$ cat src/rtl/inst_fetch.sv
// Instruction fetch stage: owns the PC, reads instruction memory over a
// req/ack handshake and hands one instruction per cycle to decode over
// valid/ready. A one-entry skid buffer catches the word that returns while
// decode is stalled; redirects from execute flush all in-flight work.
module inst_fetch #(
    parameter logic [31:0] RESET_PC = 32'h0000_0000
) (
    input  logic        clk,
    input  logic        rst,
    output logic        imem_req,
    output logic [31:0] imem_addr,
    input  logic        imem_ack,
    input  logic [31:0] imem_rdata,
    input  logic        redirect,
    input  logic [31:0] redirect_pc,
    input  logic        dec_ready,
    output logic        if_valid,
    output logic [31:0] if_inst,
    output logic [31:0] if_pc,
    output logic [10:0] if_ctrl
);

    // FETCH: request in flight at pc. HOLD: output and skid both full, no
    // request. DRAIN: a stale request must complete before the redirect
    // target can be requested (the address may not change mid-request).
    typedef enum logic [1:0] {
        S_FETCH = 2'd0,
        S_HOLD  = 2'd1,
        S_DRAIN = 2'd2
    } state_t;

    state_t      state, state_n;
    logic [31:0] pc, pc_n;
    logic [31:0] tgt, tgt_n;
    logic        if_valid_n;
    logic [31:0] if_inst_n, if_pc_n;
    logic        skid_valid, skid_valid_n;
    logic [31:0] skid_inst, skid_inst_n;
    logic [31:0] skid_pc, skid_pc_n;

    logic        out_free;
    logic [31:0] redirect_tgt;

    assign out_free     = !if_valid || dec_ready;
    // Masking keeps the address word aligned whatever execute sends.
    assign redirect_tgt = redirect_pc & ~32'd3;

    // Memory-side outputs: no request in HOLD or while reset is asserted.
    assign imem_req  = !rst && (state != S_HOLD);
    assign imem_addr = rst ? RESET_PC : pc;

    // Decode control field extracted from the presented instruction.
    assign if_ctrl = {if_inst[30], if_inst[14:12], if_inst[6:0]};

    // Next-state, PC, output-register and skid update logic.
    always_comb begin
        // NOTE: every signal assigned below gets a default first, so no path
        // leaves it unassigned and no latch is inferred.
        state_n      = state;
        pc_n         = pc;
        tgt_n        = tgt;
        if_valid_n   = if_valid;
        if_inst_n    = if_inst;
        if_pc_n      = if_pc;
        skid_valid_n = skid_valid;
        skid_inst_n  = skid_inst;
        skid_pc_n    = skid_pc;

        // Decode consumes the current word; a load below may refill it.
        if (if_valid && dec_ready) begin
            if_valid_n = 1'b0;
        end

        unique case (state)
            S_FETCH: begin
                if (imem_ack) begin
                    pc_n = pc + 32'd4;
                    if (out_free) begin
                        if_valid_n = 1'b1;
                        if_inst_n  = imem_rdata;
                        if_pc_n    = pc;
                    end else begin
                        skid_valid_n = 1'b1;
                        skid_inst_n  = imem_rdata;
                        skid_pc_n    = pc;
                        state_n      = S_HOLD;
                    end
                end
            end
            S_HOLD: begin
                if (dec_ready) begin
                    if_valid_n   = 1'b1;
                    if_inst_n    = skid_inst;
                    if_pc_n      = skid_pc;
                    skid_valid_n = 1'b0;
                    state_n      = S_FETCH;
                end
            end
            S_DRAIN: begin
                if (imem_ack) begin
                    pc_n    = tgt;
                    state_n = S_FETCH;
                end
            end
            default: begin
                state_n = S_FETCH;
            end
        endcase

        // Redirect overrides everything decided above in this cycle.
        if (redirect) begin
            if_valid_n   = 1'b0;
            skid_valid_n = 1'b0;
            unique case (state)
                S_FETCH: begin
                    if (imem_ack) begin
                        pc_n    = redirect_tgt;
                        state_n = S_FETCH;
                    end else begin
                        pc_n    = pc;
                        tgt_n   = redirect_tgt;
                        state_n = S_DRAIN;
                    end
                end
                S_HOLD: begin
                    pc_n    = redirect_tgt;
                    state_n = S_FETCH;
                end
                S_DRAIN: begin
                    pc_n    = pc;
                    tgt_n   = redirect_tgt;
                    state_n = S_DRAIN;
                end
                default: begin
                    pc_n    = redirect_tgt;
                    state_n = S_FETCH;
                end
            endcase
        end
    end

    // Control state register: FSM, PC and the visible output register.
    always_ff @(posedge clk) begin
        // NOTE: sequential state uses non-blocking assignments so every
        // register samples the pre-edge values computed above.
        if (rst) begin
            state      <= S_FETCH;
            pc         <= RESET_PC;
            if_valid   <= 1'b0;
            if_inst    <= 32'd0;
            if_pc      <= 32'd0;
            skid_valid <= 1'b0;
        end else begin
            state      <= state_n;
            pc         <= pc_n;
            if_valid   <= if_valid_n;
            if_inst    <= if_inst_n;
            if_pc      <= if_pc_n;
            skid_valid <= skid_valid_n;
        end
    end

    // Payload registers for the skid entry and the latched redirect target.
    always_ff @(posedge clk) begin
        // NOTE: these are only read when qualified by skid_valid or the DRAIN
        // state, both of which reset, so the payload itself needs no reset.
        tgt       <= tgt_n;
        skid_inst <= skid_inst_n;
        skid_pc   <= skid_pc_n;
    end

endmodule

$ cat config.mk
export PLATFORM = sky130hd
export DESIGN_NAME = inst_fetch
export DESIGN_NICKNAME = d
export VERILOG_FILES = /design/src/rtl/inst_fetch.sv
export SDC_FILE = /design/constraint.sdc
export NUM_CORES = 1
export LEC_CHECK = 0
export CAP_MARGIN = 20
export CORE_AREA = 5 5 135 137
export DETAILED_ROUTE_END_ITERATION = 7
export DIE_AREA = 0 0 140 142
export PLACE_DENSITY = 0.77
export SLEW_MARGIN = 10
export SYNTH_ARGS = -nofsm -noshare
export SYNTH_HDL_FRONTEND = slang
export SYNTH_SLANG_ARGS = --single-unit
$ cat constraint.sdc
create_clock -name clk -period 7.9 [get_ports clk]
set_input_delay 0.79 -clock clk [delete_from_list [all_inputs] [get_ports clk]]
set_output_delay 0.79 -clock clk [all_outputs]
set_load 0.01 [all_outputs]
==> report_table.html, run 1 <==
<table>
<tr><th>Metric</th><th>Value</th></tr>
<tr><th colspan="2">Clock tree</th></tr>
<tr><td>Worst-case clock buffer depth</td><td>2</td></tr>
<tr><td>CTS Buf Count</td><td>17</td></tr>
<tr><td>Number of hold buffers added after cts</td><td>0</td></tr>
<tr><td>PostCTS Resize Cnt</td><td>0</td></tr>
<tr><td>CTS Root Buffer Type</td><td>clkbuf_16</td></tr>
<tr><td>CTS tree</td><td>done</td></tr>
<tr><td>Clock-pin slew reported for the worst setup and hold paths after clock tree synthesis</td><td>0.07 ns</td></tr>
<tr><td>Clock latency on the worst-skew pair</td><td>0.43 ns</td></tr>
<tr><td>H-tree levels</td><td>4</td></tr>
<tr><td>Num Clock Sinks</td><td>187</td></tr>
<tr><td>Number of buffers added for setup after CTS</td><td>0</td></tr>
<tr><th colspan="2">Yosys</th></tr>
<tr><td>Synth Area in Compound Gates</td><td>15.4%</td></tr>
<tr><td>Count of different cell masters after synthesis</td><td>60</td></tr>
<tr><td>Number of enable flip-flop cells after synthesis</td><td>92</td></tr>
<tr><td>Synth top area share</td><td>33.7%</td></tr>
<tr><td>Syn Area/Cell</td><td>10.7 um^2</td></tr>
<tr><td>Cell area after synthesis</td><td>8200 um^2</td></tr>
<tr><td>Commonest register cell after synthesis</td><td>dfxtp_1</td></tr>
<tr><td>Fraction of synthesized area in multiplexers</td><td>7.45%</td></tr>
<tr><td>Post-Synth XOR/XNOR Area</td><td>0.534%</td></tr>
<tr><td>Dominant combinational cell family by area after synthesis</td><td>compound AO/OA/AOI/OAI gates</td></tr>
<tr><td>Cell accounting for the most synthesized area</td><td>edfxtp_1</td></tr>
<tr><td>Synth Area in Adders</td><td>0.153%</td></tr>
<tr><td>Total of flip-flops plus latches after synthesis</td><td>187</td></tr>
<tr><td>Number of warnings issued by yosys</td><td>0</td></tr>
<tr><td>Top cells by area, synth</td><td>edfxtp_1 34%, dfxtp_1 23%, mux2i_1 7.4%</td></tr>
<tr><td>Basic-gate share of the synthesized area counting and, or, nand and nor cells</td><td>14.6%</td></tr>
<tr><td>Async set-or-reset flop fraction in the synthesized netlist</td><td>0%</td></tr>
<tr><td>Number of standard cells after synthesis</td><td>764</td></tr>
<tr><td>Part of the Yosys area used for sequential elements</td><td>56.9%</td></tr>
<tr><th colspan="2">Timing</th></tr>
<tr><td>Worst path setup slack after routing</td><td>4.56 ns</td></tr>
<tr><td>Setup repair after global routing missed its margin</td><td>no</td></tr>
<tr><td>Fin. max-slew vios</td><td>0</td></tr>
<tr><td>Number of hold-slack violations in the final timing report</td><td>0</td></tr>
<tr><td>Worst clock skew</td><td>0.0126 ns</td></tr>
<tr><td>TNS Setup</td><td>0 ns</td></tr>
<tr><td>Share of the clock period used by the worst path</td><td>42.2%</td></tr>
<tr><td># setup viols final</td><td>0</td></tr>
<tr><td>Final Critical Period</td><td>3.34 ns</td></tr>
<tr><td>Transition time of the tightest slew-check pin</td><td>1.02 ns</td></tr>
<tr><td>Highest achievable clock rate</td><td>300 MHz</td></tr>
<tr><td>Worst-case headroom to the max-slew limit</td><td>31.8%</td></tr>
<tr><th colspan="2">Critical path</th></tr>
<tr><td>Cell depth of the worst flop-to-flop path</td><td>4</td></tr>
<tr><td>Reg-to-Reg Start</td><td>state[0]$_SDFFE_PP0P_</td></tr>
<tr><td>Crit Reg-Reg Endpoint</td><td>if_inst[24]$_SDFFE_PP0P_</td></tr>
<tr><td>Crit path max fanout</td><td>58</td></tr>
<tr><td>CP startpoint</td><td>rst</td></tr>
<tr><td>Endpoint kind of the worst setup timing path</td><td>primary output</td></tr>
<tr><td>Number of buffers and inverters on the critical path</td><td>3</td></tr>
<tr><td>Slowest Stage Delay on Critical Path</td><td>0.63 ns</td></tr>
<tr><td>CP required</td><td>7.11 ns</td></tr>
<tr><td>Most numerous cell on the critical path</td><td>buf_4</td></tr>
<tr><td>Sequence of cells on the critical path</td><td>buf_4 -&gt; buf_4 -&gt; nor2_1 -&gt; clkdlybuf4s50_1</td></tr>
<tr><td>Slowest cell on the critical path</td><td>buf_4</td></tr>
<tr><td>Worst path top cell family by delay</td><td>buffers and inverters</td></tr>
<tr><td>Arrival time of the worst setup path</td><td>2.55 ns</td></tr>
<tr><td>Type of the setup path with the least slack</td><td>input pin to primary output</td></tr>
<tr><td>Nature of the critical path startpoint</td><td>input pin</td></tr>
<tr><td>Register-to-register setup slack</td><td>5.29 ns</td></tr>
<tr><th colspan="2">Worst hold path</th></tr>
<tr><td>Endpoint with the worst hold slack</td><td>pc[13]$_SDFFE_PP0P_</td></tr>
<tr><td>Min-Delay Path Depth</td><td>2</td></tr>
<tr><td>Worst Hold Launch</td><td>tgt[13]$_DFFE_PP_</td></tr>
<tr><td>Path category of the worst min-delay check</td><td>flip-flop to flip-flop</td></tr>
<tr><th colspan="2">Pwr</th></tr>
<tr><td>Static leakage</td><td>3.42 nW</td></tr>
<tr><td>Maximum VDD drop</td><td>0.157 mV</td></tr>
<tr><td>PwrDens</td><td>215 nW/um^2</td></tr>
<tr><th colspan="2">Die</th></tr>
<tr><td>Effective utilization at floorplan</td><td>48.4%</td></tr>
<tr><td>Total Die Area</td><td>19,900 um^2</td></tr>
<tr><td>Horizontal die dimension</td><td>140 um</td></tr>
<tr><td>Ports</td><td>178</td></tr>
<tr><td>Die Span Y</td><td>142 um</td></tr>
<tr><td>Placeable core region</td><td>16,900 um^2</td></tr>
<tr><td>Number of placement rows</td><td>48</td></tr>
<tr><th colspan="2">Job</th></tr>
<tr><td>Max-capacitance violation count</td><td>0</td></tr>
<tr><th colspan="2">Detailed routing</th></tr>
<tr><td>Number of design-rule violations left by the first detailed-router iteration</td><td>584</td></tr>
<tr><td>Residual antenna-violating net count after detailed routing</td><td>0</td></tr>
<tr><td>Routed wire per std cell</td><td>18.0 um</td></tr>
<tr><td>First drt pass iteration count</td><td>5</td></tr>
<tr><td>Residual DRC count</td><td>0</td></tr>
<tr><td>Total routed wirelength</td><td>20,300 um</td></tr>
<tr><td>Vias</td><td>6,322</td></tr>
<tr><td>Average vias per placed instance</td><td>5.62</td></tr>
<tr><th colspan="2">Global routing</th></tr>
<tr><td>Total track usage</td><td>20.4%</td></tr>
<tr><td>Largest net degree at the start of global routing</td><td>94</td></tr>
<tr><td>Remaining global-route overflow</td><td>0</td></tr>
<tr><td>Wire length of the first global-routing pass</td><td>32,700 um</td></tr>
<tr><td>Number of antenna violations at the first check in global routing</td><td>0</td></tr>
<tr><td>Number of global-route vias before repair</td><td>6,129</td></tr>
<tr><th colspan="2">Cells and area</th></tr>
<tr><td>Area overhead of the layout relative to synthesis</td><td>28.0%</td></tr>
<tr><td>Sequential cell area in the final layout</td><td>4660 um^2</td></tr>
<tr><td>Footprint of the multi-input gates</td><td>3160 um^2</td></tr>
<tr><td>Share of post-route cells with drive strength above 1</td><td>5.78%</td></tr>
<tr><td>Antenna cell count</td><td>0</td></tr>
<tr><td>Nets</td><td>957</td></tr>
<tr><td>Number of fill cells</td><td>1,389</td></tr>
<tr><th colspan="2">Placement</th></tr>
<tr><td>Setup slack at placement</td><td>4.30 ns</td></tr>
<tr><td>Final weighted congestion in routability-driven placement</td><td>0.855</td></tr>
<tr><td>Detailed Place HPWL</td><td>13,800 um</td></tr>
<tr><td>Count of input and output buffers</td><td>171</td></tr>
<tr><th colspan="2">Status</th></tr>
<tr><td>Run status</td><td>complete, no violations</td></tr>
</table>
[stage by stage]
step	power [W]	area [um^2]	hold WS [ns]	util, %	std cells
floorplan	0.00128	8210	0.403	-	767
global placement	0.00143	9910	0.480	58.5	1093
detailed placement	0.00144	9910	0.479	58.5	1093
CTS	0.00228	10500	0.496	62.0	1125
global route	0.00235	10500	0.515	62.0	1125
finish	0.00226	10500	0.498	62.0	1125
[placed cells by master, fill, tap and decap left out, drive strengths merged, types with 8 or more instances in the layout]
| cell type | instances |
|---|---|
| clkdlybuf4s50 | 170 |
| buf | 9 |
| a211oi | 64 |
| nor3 | 16 |
| mux2i | 61 |
| nand4 | 11 |
| a22o | 8 |
| edfxtp | 92 |
| nand3 | 12 |
| a21oi | 14 |
| clkbuf | 20 |
| o21ai | 40 |
| nand2 | 40 |
| dfxtp | 95 |
| nor2b | 30 |
| nor2 | 99 |
| inv | 14 |
[worst register-to-register path: cells and delay by family (launching register included)]
| family | cells | cell delay [ns] |
|---|---|---|
| simple gates | 1 | 0.70 |
| buf+inv | 1 | 0.77 |
| mux | 1 | 0.38 |
| compound gates | 1 | 0.11 |
| flops | 1 | 0.50 |
[synth_stat cells, types with 5 or more instances]
cell type	n
nor2_1	99
dfxtp_1	95
edfxtp_1	92
a211oi_1	64
mux2i_1	61
clkbuf_1	51
nand2_1	40
o21ai_0	40
nor2b_1	30
buf_4	18
nor3_1	16
a21oi_1	14
nand3_1	12
inv_1	10
nand4_1	9
a22o_1	8
buf_2	8
and3_1	7
o311ai_0	7
and4_1	5
nor4_1	5
o41ai_1	5
[power by group]
group	internal (W)	switching (W)
Clock	0.000478	0.000368
Combinational	0.000150	0.000146
Sequential	0.00107	0.0000476
[cell type report]
cell class | instances | area share [%]
Clock inverter | 12 | 1.30
Tap cell | 225 | 2.68
Clock buffer | 20 | 4.26
Multi-Input combinational cell | 492 | 30.1
Timing Repair Buffer | 179 | 16.9
Sequential cell | 187 | 44.4
Inverter | 10 | 0.358
[sequential cells by signal, summed over array words and instances, names as in the netlist]
| name | cells |
|---|---|
| state | 2 |
| skid_inst | 32 |
| skid_pc | 30 |
| if_pc | 30 |
| pc | 30 |
| if_valid | 1 |
| tgt | 30 |
| if_inst | 32 |
[worst max-delay path by stage]
stage,cells after the start,slack [ns],to
after floorplan,2,1.40,skid_inst[0]$_DFFE_PP_
after global placement,7,4.31,pc[13]$_SDFFE_PP0P_
after detailed placement,7,4.30,pc[28]$_SDFFE_PP0P_
after CTS,4,4.58,imem_addr[14]
after global routing,7,4.43,pc[27]$_SDFFE_PP0P_
final,4,4.56,imem_addr[8]
[metal layers]
| metal | wire [um] | track usage [%] |
|---|---|---|
| met3 | 1100 | 4.07 |
| met4 | 321 | 6.02 |
| met5 | 0 | 0 |
| met2 | 9580 | 33.4 |
| met1 | 9290 | 27.7 |
[cell families (layout without fill, tap and decap cells)]
| family | Yosys count | count (layout) |
|---|---|---|
| XOR/XNOR | 5 | 5 |
| buffers and inverters | 88 | 221 |
| flip-flops | 187 | 187 |
| adder cells (fa/ha/maj) | 1 | 1 |
| other | 1 | 4 |
| multiplexers | 61 | 61 |
| AND/OR/NAND/NOR | 243 | 243 |
| AO/OA/AOI/OAI | 178 | 178 |
Note: power is estimated with default switching activity, not from simulation.
==> inputs of run 2 (changes only) <==
==> constraint.sdc (replaced) <==
create_clock -name clk -period 3.25 [get_ports clk]
set_input_delay 0.325 -clock clk [delete_from_list [all_inputs] [get_ports clk]]
set_output_delay 0.325 -clock clk [all_outputs]
set_load 0.01 [all_outputs]
==> run 2 against run 1 <==
Critical path depth up 1. Final cell count up 1.2%. Via count up 2.1%. Count of clock-buffer cells in the layout down 1. Largest power group unchanged. Critical path type is now flip-flop to flip-flop. Clock power rose to 2.5 times the previous value. Largest cell class unchanged.
==> report_table.html, run 2 (synthesized netlist as in run 1, its figures left out) <==
<table>
<tr><th>Metric</th><th>Value</th></tr>
<tr><th colspan="2">Detailed routing</th></tr>
<tr><td>Total routed wirelength</td><td>20,700 um</td></tr>
<tr><td>Residual DRC count</td><td>0</td></tr>
<tr><td>Vias</td><td>6,456</td></tr>
<tr><td>Residual antenna-violating net count after detailed routing</td><td>0</td></tr>
<tr><td>Average vias per placed instance</td><td>5.67</td></tr>
<tr><td>Routed wire per std cell</td><td>18.2 um</td></tr>
<tr><td>Number of design-rule violations left by the first detailed-router iteration</td><td>729</td></tr>
<tr><td>First drt pass iteration count</td><td>5</td></tr>
<tr><th colspan="2">Critical path</th></tr>
<tr><td>Endpoint kind of the worst setup timing path</td><td>flip-flop</td></tr>
<tr><td>Type of the setup path with the least slack</td><td>flip-flop to flip-flop</td></tr>
<tr><td>Crit Reg-Reg Endpoint</td><td>pc[23]$_SDFFE_PP0P_</td></tr>
<tr><td>Arrival time of the worst setup path</td><td>2.87 ns</td></tr>
<tr><td>Nature of the critical path startpoint</td><td>flip-flop</td></tr>
<tr><td>Worst setup path end</td><td>pc[23]$_SDFFE_PP0P_</td></tr>
<tr><td>Crit path max fanout</td><td>10</td></tr>
<tr><td>CP required</td><td>3.57 ns</td></tr>
<tr><td>CP startpoint</td><td>pc[4]$_SDFFE_PP0P_</td></tr>
<tr><td>Register-to-register setup slack</td><td>0.70 ns</td></tr>
<tr><td>Reg-to-Reg Start</td><td>pc[4]$_SDFFE_PP0P_</td></tr>
<tr><td>Cell depth of the worst flop-to-flop path</td><td>5</td></tr>
<tr><th colspan="2">Job</th></tr>
<tr><td>Max-capacitance violation count</td><td>0</td></tr>
<tr><th colspan="2">Global routing</th></tr>
<tr><td>Total track usage</td><td>20.5%</td></tr>
<tr><td>Wire length of the first global-routing pass</td><td>32,800 um</td></tr>
<tr><td>Number of antenna violations at the first check in global routing</td><td>0</td></tr>
<tr><td>Number of global-route vias before repair</td><td>6,186</td></tr>
<tr><td>Largest net degree at the start of global routing</td><td>78</td></tr>
<tr><td>Remaining global-route overflow</td><td>0</td></tr>
<tr><th colspan="2">Cells and area</th></tr>
<tr><td>Antenna cell count</td><td>0</td></tr>
<tr><td>Most used cells in the layout excluding fill and tap cells</td><td>170 x clkdlybuf4s50_1, 99 x nor2_1, 95 x dfxtp_1, 92 x edfxtp_1, 64 x a211oi_1</td></tr>
<tr><td>Share of post-route cells with drive strength above 1</td><td>7.23%</td></tr>
<tr><td>Nets</td><td>970</td></tr>
<tr><td>Most common cell after layout, fill and taps aside</td><td>clkdlybuf4s50_1</td></tr>
<tr><td>Top flop regs</td><td>if_inst: 32 flops, skid_inst: 32 flops</td></tr>
<tr><td>Share of the core filled with cells</td><td>62.9%</td></tr>
<tr><td>Area overhead of the layout relative to synthesis</td><td>29.9%</td></tr>
<tr><th colspan="2">Die</th></tr>
<tr><td>Die Span Y</td><td>142 um</td></tr>
<tr><td>Horizontal die dimension</td><td>140 um</td></tr>
<tr><td>Effective utilization at floorplan</td><td>48.4%</td></tr>
<tr><td>Ports</td><td>178</td></tr>
<tr><td>Total Die Area</td><td>19,900 um^2</td></tr>
<tr><td>Placeable core region</td><td>16,900 um^2</td></tr>
<tr><td>Number of placement rows</td><td>48</td></tr>
<tr><th colspan="2">Pwr</th></tr>
<tr><td>PwrDens</td><td>525 nW/um^2</td></tr>
<tr><td>Maximum VDD drop</td><td>0.398 mV</td></tr>
<tr><td>Static leakage</td><td>3.52 nW</td></tr>
<tr><th colspan="2">Timing</th></tr>
<tr><td>Setup repair after global routing missed its margin</td><td>no</td></tr>
<tr><td>Worst clock skew</td><td>0.0122 ns</td></tr>
<tr><td>Highest achievable clock rate</td><td>393 MHz</td></tr>
<tr><td>Number of hold-slack violations in the final timing report</td><td>0</td></tr>
<tr><td>Worst-case headroom to the max-slew limit</td><td>39.3%</td></tr>
<tr><td>Fin. max-slew vios</td><td>0</td></tr>
<tr><td>Share of the clock period used by the worst path</td><td>78.3%</td></tr>
<tr><td>TNS Setup</td><td>0 ns</td></tr>
<tr><td>Transition time of the tightest slew-check pin</td><td>0.907 ns</td></tr>
<tr><td># setup viols final</td><td>0</td></tr>
<tr><td>Final Critical Period</td><td>2.55 ns</td></tr>
<tr><th colspan="2">Clock tree</th></tr>
<tr><td>Num Clock Sinks</td><td>187</td></tr>
<tr><td>Number of buffers added for setup after CTS</td><td>0</td></tr>
<tr><td>CTS Buf Count</td><td>17</td></tr>
<tr><td>Worst-case clock buffer depth</td><td>2</td></tr>
<tr><td>PostCTS Resize Cnt</td><td>0</td></tr>
<tr><td>Clock latency on the worst-skew pair</td><td>0.43 ns</td></tr>
<tr><td>Clock-pin slew reported for the worst setup and hold paths after clock tree synthesis</td><td>0.07 ns</td></tr>
<tr><td>CTS Root Buffer Type</td><td>clkbuf_16</td></tr>
<tr><td>CTS tree</td><td>done</td></tr>
<tr><td>Number of hold buffers added after cts</td><td>0</td></tr>
<tr><td>H-tree levels</td><td>4</td></tr>
<tr><th colspan="2">Placement</th></tr>
<tr><td>Count of input and output buffers</td><td>171</td></tr>
<tr><td>Detailed Place HPWL</td><td>14,100 um</td></tr>
<tr><td>Final weighted congestion in routability-driven placement</td><td>0.888</td></tr>
<tr><th colspan="2">Worst hold path</th></tr>
<tr><td>Path category of the worst min-delay check</td><td>input pin to flip-flop</td></tr>
<tr><th colspan="2">Status</th></tr>
<tr><td>Run status</td><td>complete, no violations</td></tr>
</table>
-- run 2: cell count changes in the layout (fill, tap and decap cells not counted), moves of 2 or more --
cell and delta:
buf_12 +2, buf_4 +11, clkinv_4 +3, clkinvlp_4 -3, inv_6 +3
-- run 2: critical path, stage by stage (launching register included) --
cell and delay [ns]:
dfxtp_1 0.54, nand4_4 0.21, or4_1 0.70, or4_4 0.59, a31o_1 0.23, a22o_1 0.17
-- run 2: worst min path at each step --
stage | start | end | cells after the start
finish | rst | if_pc[16]$_SDFFE_PP0P_ | 2
global route | redirect_pc[10] | tgt[10]$_DFFE_PP_ | 1
CTS | rst | if_pc[15]$_SDFFE_PP0P_ | 2
detailed placement | if_pc[10]$_SDFFE_PP0P_ | if_pc[10]$_SDFFE_PP0P_ | 2
global placement | tgt[13]$_DFFE_PP_ | pc[13]$_SDFFE_PP0P_ | 2
floorplan | pc[15]$_SDFFE_PP0P_ | skid_pc[15]$_DFFE_PP_ | 0
-- run 2: cell type report --
type	count	area (um^2)
Tap cell	225	282
Fill cell	1383	6280
Clock inverter	13	155
Timing Repair Buffer	192	1890
Multi-Input combinational cell	492	3170
Sequential cell	187	4660
Clock buffer	19	454
Inverter	10	37.5
-- run 2: layer usage --
layer	vias to the layer above	wire length, um	track usage, %
met2	258	9460	32.5
li1	3106	-	-
met1	3057	9350	27.9
met3	35	1370	4.60
met5	-	0	0
met4	0	482	7.14
-- run 2: metrics by stage --
| step | instances | instance area, um^2 | worst slack [ns] | total power [W] | hold WS [ns] |
|---|---|---|---|---|---|
| floorplan | 767 | 8220 | 0.165 | 0.00312 | 0.403 |
| global placement | 1106 | 10000 | 0.583 | 0.00349 | 0.471 |
| detailed placement | 1106 | 10000 | 0.556 | 0.00351 | 0.490 |
| CTS | 1138 | 10700 | 0.718 | 0.00563 | 0.420 |
| global route | 1138 | 10700 | 0.596 | 0.00581 | 0.454 |
| finish | 1138 | 10700 | 0.704 | 0.00559 | 0.436 |
-- run 2: power breakdown --
group          switching, W  internal [W]  leakage, nW
Sequential         0.000107       0.00260         1.63
Clock              0.000934       0.00120        0.295
Combinational      0.000369      0.000378         1.59
Total               0.00141       0.00418         3.52
==> inputs of run 3 (changes only) <==
--- a/config.mk
+++ b/config.mk
@@ -6,10 +6,10 @@
 export NUM_CORES = 1
 export LEC_CHECK = 0
 export CAP_MARGIN = 20
-export CORE_AREA = 5 5 135 137
+export CORE_AREA = 5 5 140 142
 export DETAILED_ROUTE_END_ITERATION = 7
-export DIE_AREA = 0 0 140 142
-export PLACE_DENSITY = 0.77
+export DIE_AREA = 0 0 145 147
+export PLACE_DENSITY = 0.75
 export SLEW_MARGIN = 10
 export SYNTH_ARGS = -nofsm -noshare
 export SYNTH_HDL_FRONTEND = slang
==> constraint.sdc (replaced) <==
create_clock -name clk -period 2.3 [get_ports clk]
set_input_delay 0.23 -clock clk [delete_from_list [all_inputs] [get_ports clk]]
set_output_delay 0.23 -clock clk [all_outputs]
set_load 0.01 [all_outputs]
==> run 3 against run 2 <==
Sequential share of layout area down 1.2 points. Via count down 0.19%. Clock power up 38%. Critical endpoint is now pc[24]$_SDFFE_PP0P_.
==> report_table.html, run 3 (synthesized netlist as in run 1, its figures left out) <==
<table>
<tr><th>Metric</th><th>Value</th></tr>
<tr><th colspan="2">Die</th></tr>
<tr><td>Effective utilization at floorplan</td><td>44.7%</td></tr>
<tr><td>Total Die Area</td><td>21,300 um^2</td></tr>
<tr><td>Number of placement rows</td><td>50</td></tr>
<tr><td>Ports</td><td>178</td></tr>
<tr><td>Horizontal die dimension</td><td>145 um</td></tr>
<tr><td>Die Span Y</td><td>147 um</td></tr>
<tr><td>Placeable core region</td><td>18,300 um^2</td></tr>
<tr><th colspan="2">Worst hold path</th></tr>
<tr><td>Endpoint with the worst hold slack</td><td>if_pc[7]$_SDFFE_PP0P_</td></tr>
<tr><td>Worst Hold Launch</td><td>rst</td></tr>
<tr><td>Min-Delay Path Depth</td><td>2</td></tr>
<tr><td>Path category of the worst min-delay check</td><td>input pin to flip-flop</td></tr>
<tr><th colspan="2">Timing</th></tr>
<tr><td>Setup repair after global routing missed its margin</td><td>no</td></tr>
<tr><td>Hold Worst Slack</td><td>0.222 ns</td></tr>
<tr><td>Worst-case headroom to the max-slew limit</td><td>51.6%</td></tr>
<tr><td>Highest achievable clock rate</td><td>454 MHz</td></tr>
<tr><td># setup viols final</td><td>0</td></tr>
<tr><td>Transition time of the tightest slew-check pin</td><td>0.717 ns</td></tr>
<tr><td>Fin. max-slew vios</td><td>0</td></tr>
<tr><td>Number of hold-slack violations in the final timing report</td><td>0</td></tr>
<tr><td>Share of the clock period used by the worst path</td><td>95.8%</td></tr>
<tr><td>Worst clock skew</td><td>0.0129 ns</td></tr>
<tr><td>Worst path setup slack after routing</td><td>0.0958 ns</td></tr>
<tr><td>Final Critical Period</td><td>2.20 ns</td></tr>
<tr><th colspan="2">Cells and area</th></tr>
<tr><td>Antenna cell count</td><td>0</td></tr>
<tr><td>Nets</td><td>1,002</td></tr>
<tr><td>Share of the core filled with cells</td><td>59.8%</td></tr>
<tr><td>Sequential cell area in the final layout</td><td>4660 um^2</td></tr>
<tr><td>Number of fill cells</td><td>1,520</td></tr>
<tr><td>Cell area after layout</td><td>11,000 um^2</td></tr>
<tr><td>Most used cells in the layout excluding fill and tap cells</td><td>170 x clkdlybuf4s50_1, 99 x nor2_1, 95 x dfxtp_1, 92 x edfxtp_1, 64 x a211oi_1</td></tr>
<tr><td>Area overhead of the layout relative to synthesis</td><td>33.6%</td></tr>
<tr><td>Footprint of the multi-input gates</td><td>3180 um^2</td></tr>
<tr><td>Most common cell after layout, fill and taps aside</td><td>clkdlybuf4s50_1</td></tr>
<tr><td>Share of post-route cells with drive strength above 1</td><td>10.5%</td></tr>
<tr><td>Top flop regs</td><td>if_inst: 32 flops, skid_inst: 32 flops</td></tr>
<tr><th colspan="2">Pwr</th></tr>
<tr><td>Static leakage</td><td>3.70 nW</td></tr>
<tr><td>Maximum VDD drop</td><td>0.535 mV</td></tr>
<tr><td>Proportion of total power due to net switching</td><td>24.0%</td></tr>
<tr><td>Relative contribution of the clock network to total power</td><td>37.2%</td></tr>
<tr><td>Switching Power</td><td>0.00189 W</td></tr>
<tr><td>PwrDens</td><td>719 nW/um^2</td></tr>
<tr><td>Flop pwr share</td><td>48.3%</td></tr>
<tr><td>Internal Pwr Total</td><td>0.00598 W</td></tr>
<tr><td>Proportion of power drawn by combinational gates</td><td>14.5%</td></tr>
<tr><th colspan="2">Clock tree</th></tr>
<tr><td>H-tree levels</td><td>4</td></tr>
<tr><td>Worst-case clock buffer depth</td><td>2</td></tr>
<tr><td>Number of hold buffers added after cts</td><td>0</td></tr>
<tr><td>PostCTS Resize Cnt</td><td>0</td></tr>
<tr><td>CTS tree</td><td>done</td></tr>
<tr><td>CTS Buf Count</td><td>17</td></tr>
<tr><td>Clock-pin slew reported for the worst setup and hold paths after clock tree synthesis</td><td>0.07 ns</td></tr>
<tr><td>CTS Root Buffer Type</td><td>clkbuf_16</td></tr>
<tr><td>Clock latency on the worst-skew pair</td><td>0.43 ns</td></tr>
<tr><td>Num Clock Sinks</td><td>187</td></tr>
<tr><td>Number of buffers added for setup after CTS</td><td>0</td></tr>
<tr><th colspan="2">Global routing</th></tr>
<tr><td>Number of antenna violations at the first check in global routing</td><td>0</td></tr>
<tr><td>Remaining global-route overflow</td><td>0</td></tr>
<tr><td>Largest net degree at the start of global routing</td><td>62</td></tr>
<tr><td>Number of global-route vias before repair</td><td>6,165</td></tr>
<tr><td>Wire length of the first global-routing pass</td><td>33,200 um</td></tr>
<tr><td>Total track usage</td><td>19.0%</td></tr>
<tr><th colspan="2">Detailed routing</th></tr>
<tr><td>Total routed wirelength</td><td>20,700 um</td></tr>
<tr><td>Residual DRC count</td><td>0</td></tr>
<tr><td>Routed wire per std cell</td><td>17.5 um</td></tr>
<tr><td>Vias</td><td>6,444</td></tr>
<tr><td>Average vias per placed instance</td><td>5.47</td></tr>
<tr><td>First drt pass iteration count</td><td>5</td></tr>
<tr><td>Residual antenna-violating net count after detailed routing</td><td>0</td></tr>
<tr><td>Number of design-rule violations left by the first detailed-router iteration</td><td>616</td></tr>
<tr><th colspan="2">Critical path</th></tr>
<tr><td>Nature of the critical path startpoint</td><td>flip-flop</td></tr>
<tr><td>Number of buffers and inverters on the critical path</td><td>1</td></tr>
<tr><td>Slowest cell on the critical path</td><td>or4_1</td></tr>
<tr><td>Reg-to-Reg Start</td><td>pc[7]$_SDFFE_PP0P_</td></tr>
<tr><td>Sequence of cells on the critical path</td><td>nand4_4 -&gt; or4_1 -&gt; buf_4 -&gt; or3_1 -&gt; o32a_1 -&gt; o21ai_0</td></tr>
<tr><td>Slowest Stage Delay on Critical Path</td><td>0.57 ns</td></tr>
<tr><td>Register-to-register setup slack</td><td>0.1 ns</td></tr>
<tr><td>Cell depth of the worst flop-to-flop path</td><td>6</td></tr>
<tr><td>Worst path top cell family by delay</td><td>simple AND/OR/NAND/NOR gates</td></tr>
<tr><td>Type of the setup path with the least slack</td><td>flip-flop to flip-flop</td></tr>
<tr><td>Crit path max fanout</td><td>6</td></tr>
<tr><td>Crit Reg-Reg Endpoint</td><td>pc[24]$_SDFFE_PP0P_</td></tr>
<tr><td>Endpoint kind of the worst setup timing path</td><td>flip-flop</td></tr>
<tr><td>CP required</td><td>2.66 ns</td></tr>
<tr><td>CP startpoint</td><td>pc[7]$_SDFFE_PP0P_</td></tr>
<tr><td>Arrival time of the worst setup path</td><td>2.56 ns</td></tr>
<tr><th colspan="2">Job</th></tr>
<tr><td>Max-capacitance violation count</td><td>0</td></tr>
<tr><th colspan="2">Status</th></tr>
<tr><td>Run status</td><td>complete, no violations</td></tr>
<tr><th colspan="2">Placement</th></tr>
<tr><td>Final weighted congestion in routability-driven placement</td><td>0.876</td></tr>
<tr><td>Detailed Place HPWL</td><td>14,700 um</td></tr>
<tr><td>Count of input and output buffers</td><td>171</td></tr>
<tr><td>Setup slack at placement</td><td>0.114 ns</td></tr>
<tr><td>Cell area reported after detailed placement</td><td>10,400 um^2</td></tr>
</table>
[run 3: through the flow]
step           TNS (ns)  cells  power (W)
6_report              0   1179    0.00787
5_1_grt               0   1179    0.00821
4_1_cts               0   1179    0.00795
2_1_floorplan    -32.50    767    0.00442
3_5_place_dp          0   1147    0.00502
3_3_place_gp          0   1147    0.00500
[run 3: routing by layer]
layer / GRT usage (%) / up-vias / share of wire [%]
li1: - / 3170 / -
met1: 26.8 / 2993 / 46
met2: 29.6 / 255 / 46
met3: 3.61 / 26 / 6.0
met4: 6.21 / 0 / 1.6
met5: 0 / - / 0
[run 3: worst max path at each step]
stage / slack, ns / to / depth (start not counted)
floorplan: -0.52 / skid_inst[0]$_DFFE_PP_ / 3
global placement: 0.16 / pc[24]$_SDFFE_PP0P_ / 6
detailed placement: 0.11 / pc[30]$_SDFFE_PP0P_ / 6
CTS: 0.10 / imem_req / 3
global route: 0.04 / imem_req / 3
finish: 0.1 / pc[24]$_SDFFE_PP0P_ / 6
[run 3: final cells by class]
class / count / area share [%]
multi-input cells: 492 / 29.0
repair buffers: 224 / 19.9
flip-flops and latches: 187 / 42.6
clock buffers: 22 / 4.42
inverters: 10 / 0.343
clock inverters: 10 / 1.05
well taps: 234 / 2.67
[run 3: worst register-to-register path, cell delays in order (launching register included)]
cell and delay, ns:
dfxtp_1 0.40, nand4_4 0.12, or4_1 0.57, buf_4 0.19
or3_1 0.43, o32a_1 0.36, o21ai_0 0.07
[run 3: power groups by stage]
stage	Sequential (W)	Clock (W)	Combinational, W
after floorplan	0.00390	0	0.000516
after global placement	0.00387	0	0.00113
after detailed placement	0.00388	0	0.00114
after CTS	0.00380	0.00299	0.00115
after global routing	0.00382	0.00315	0.00124
final	0.00380	0.00293	0.00114
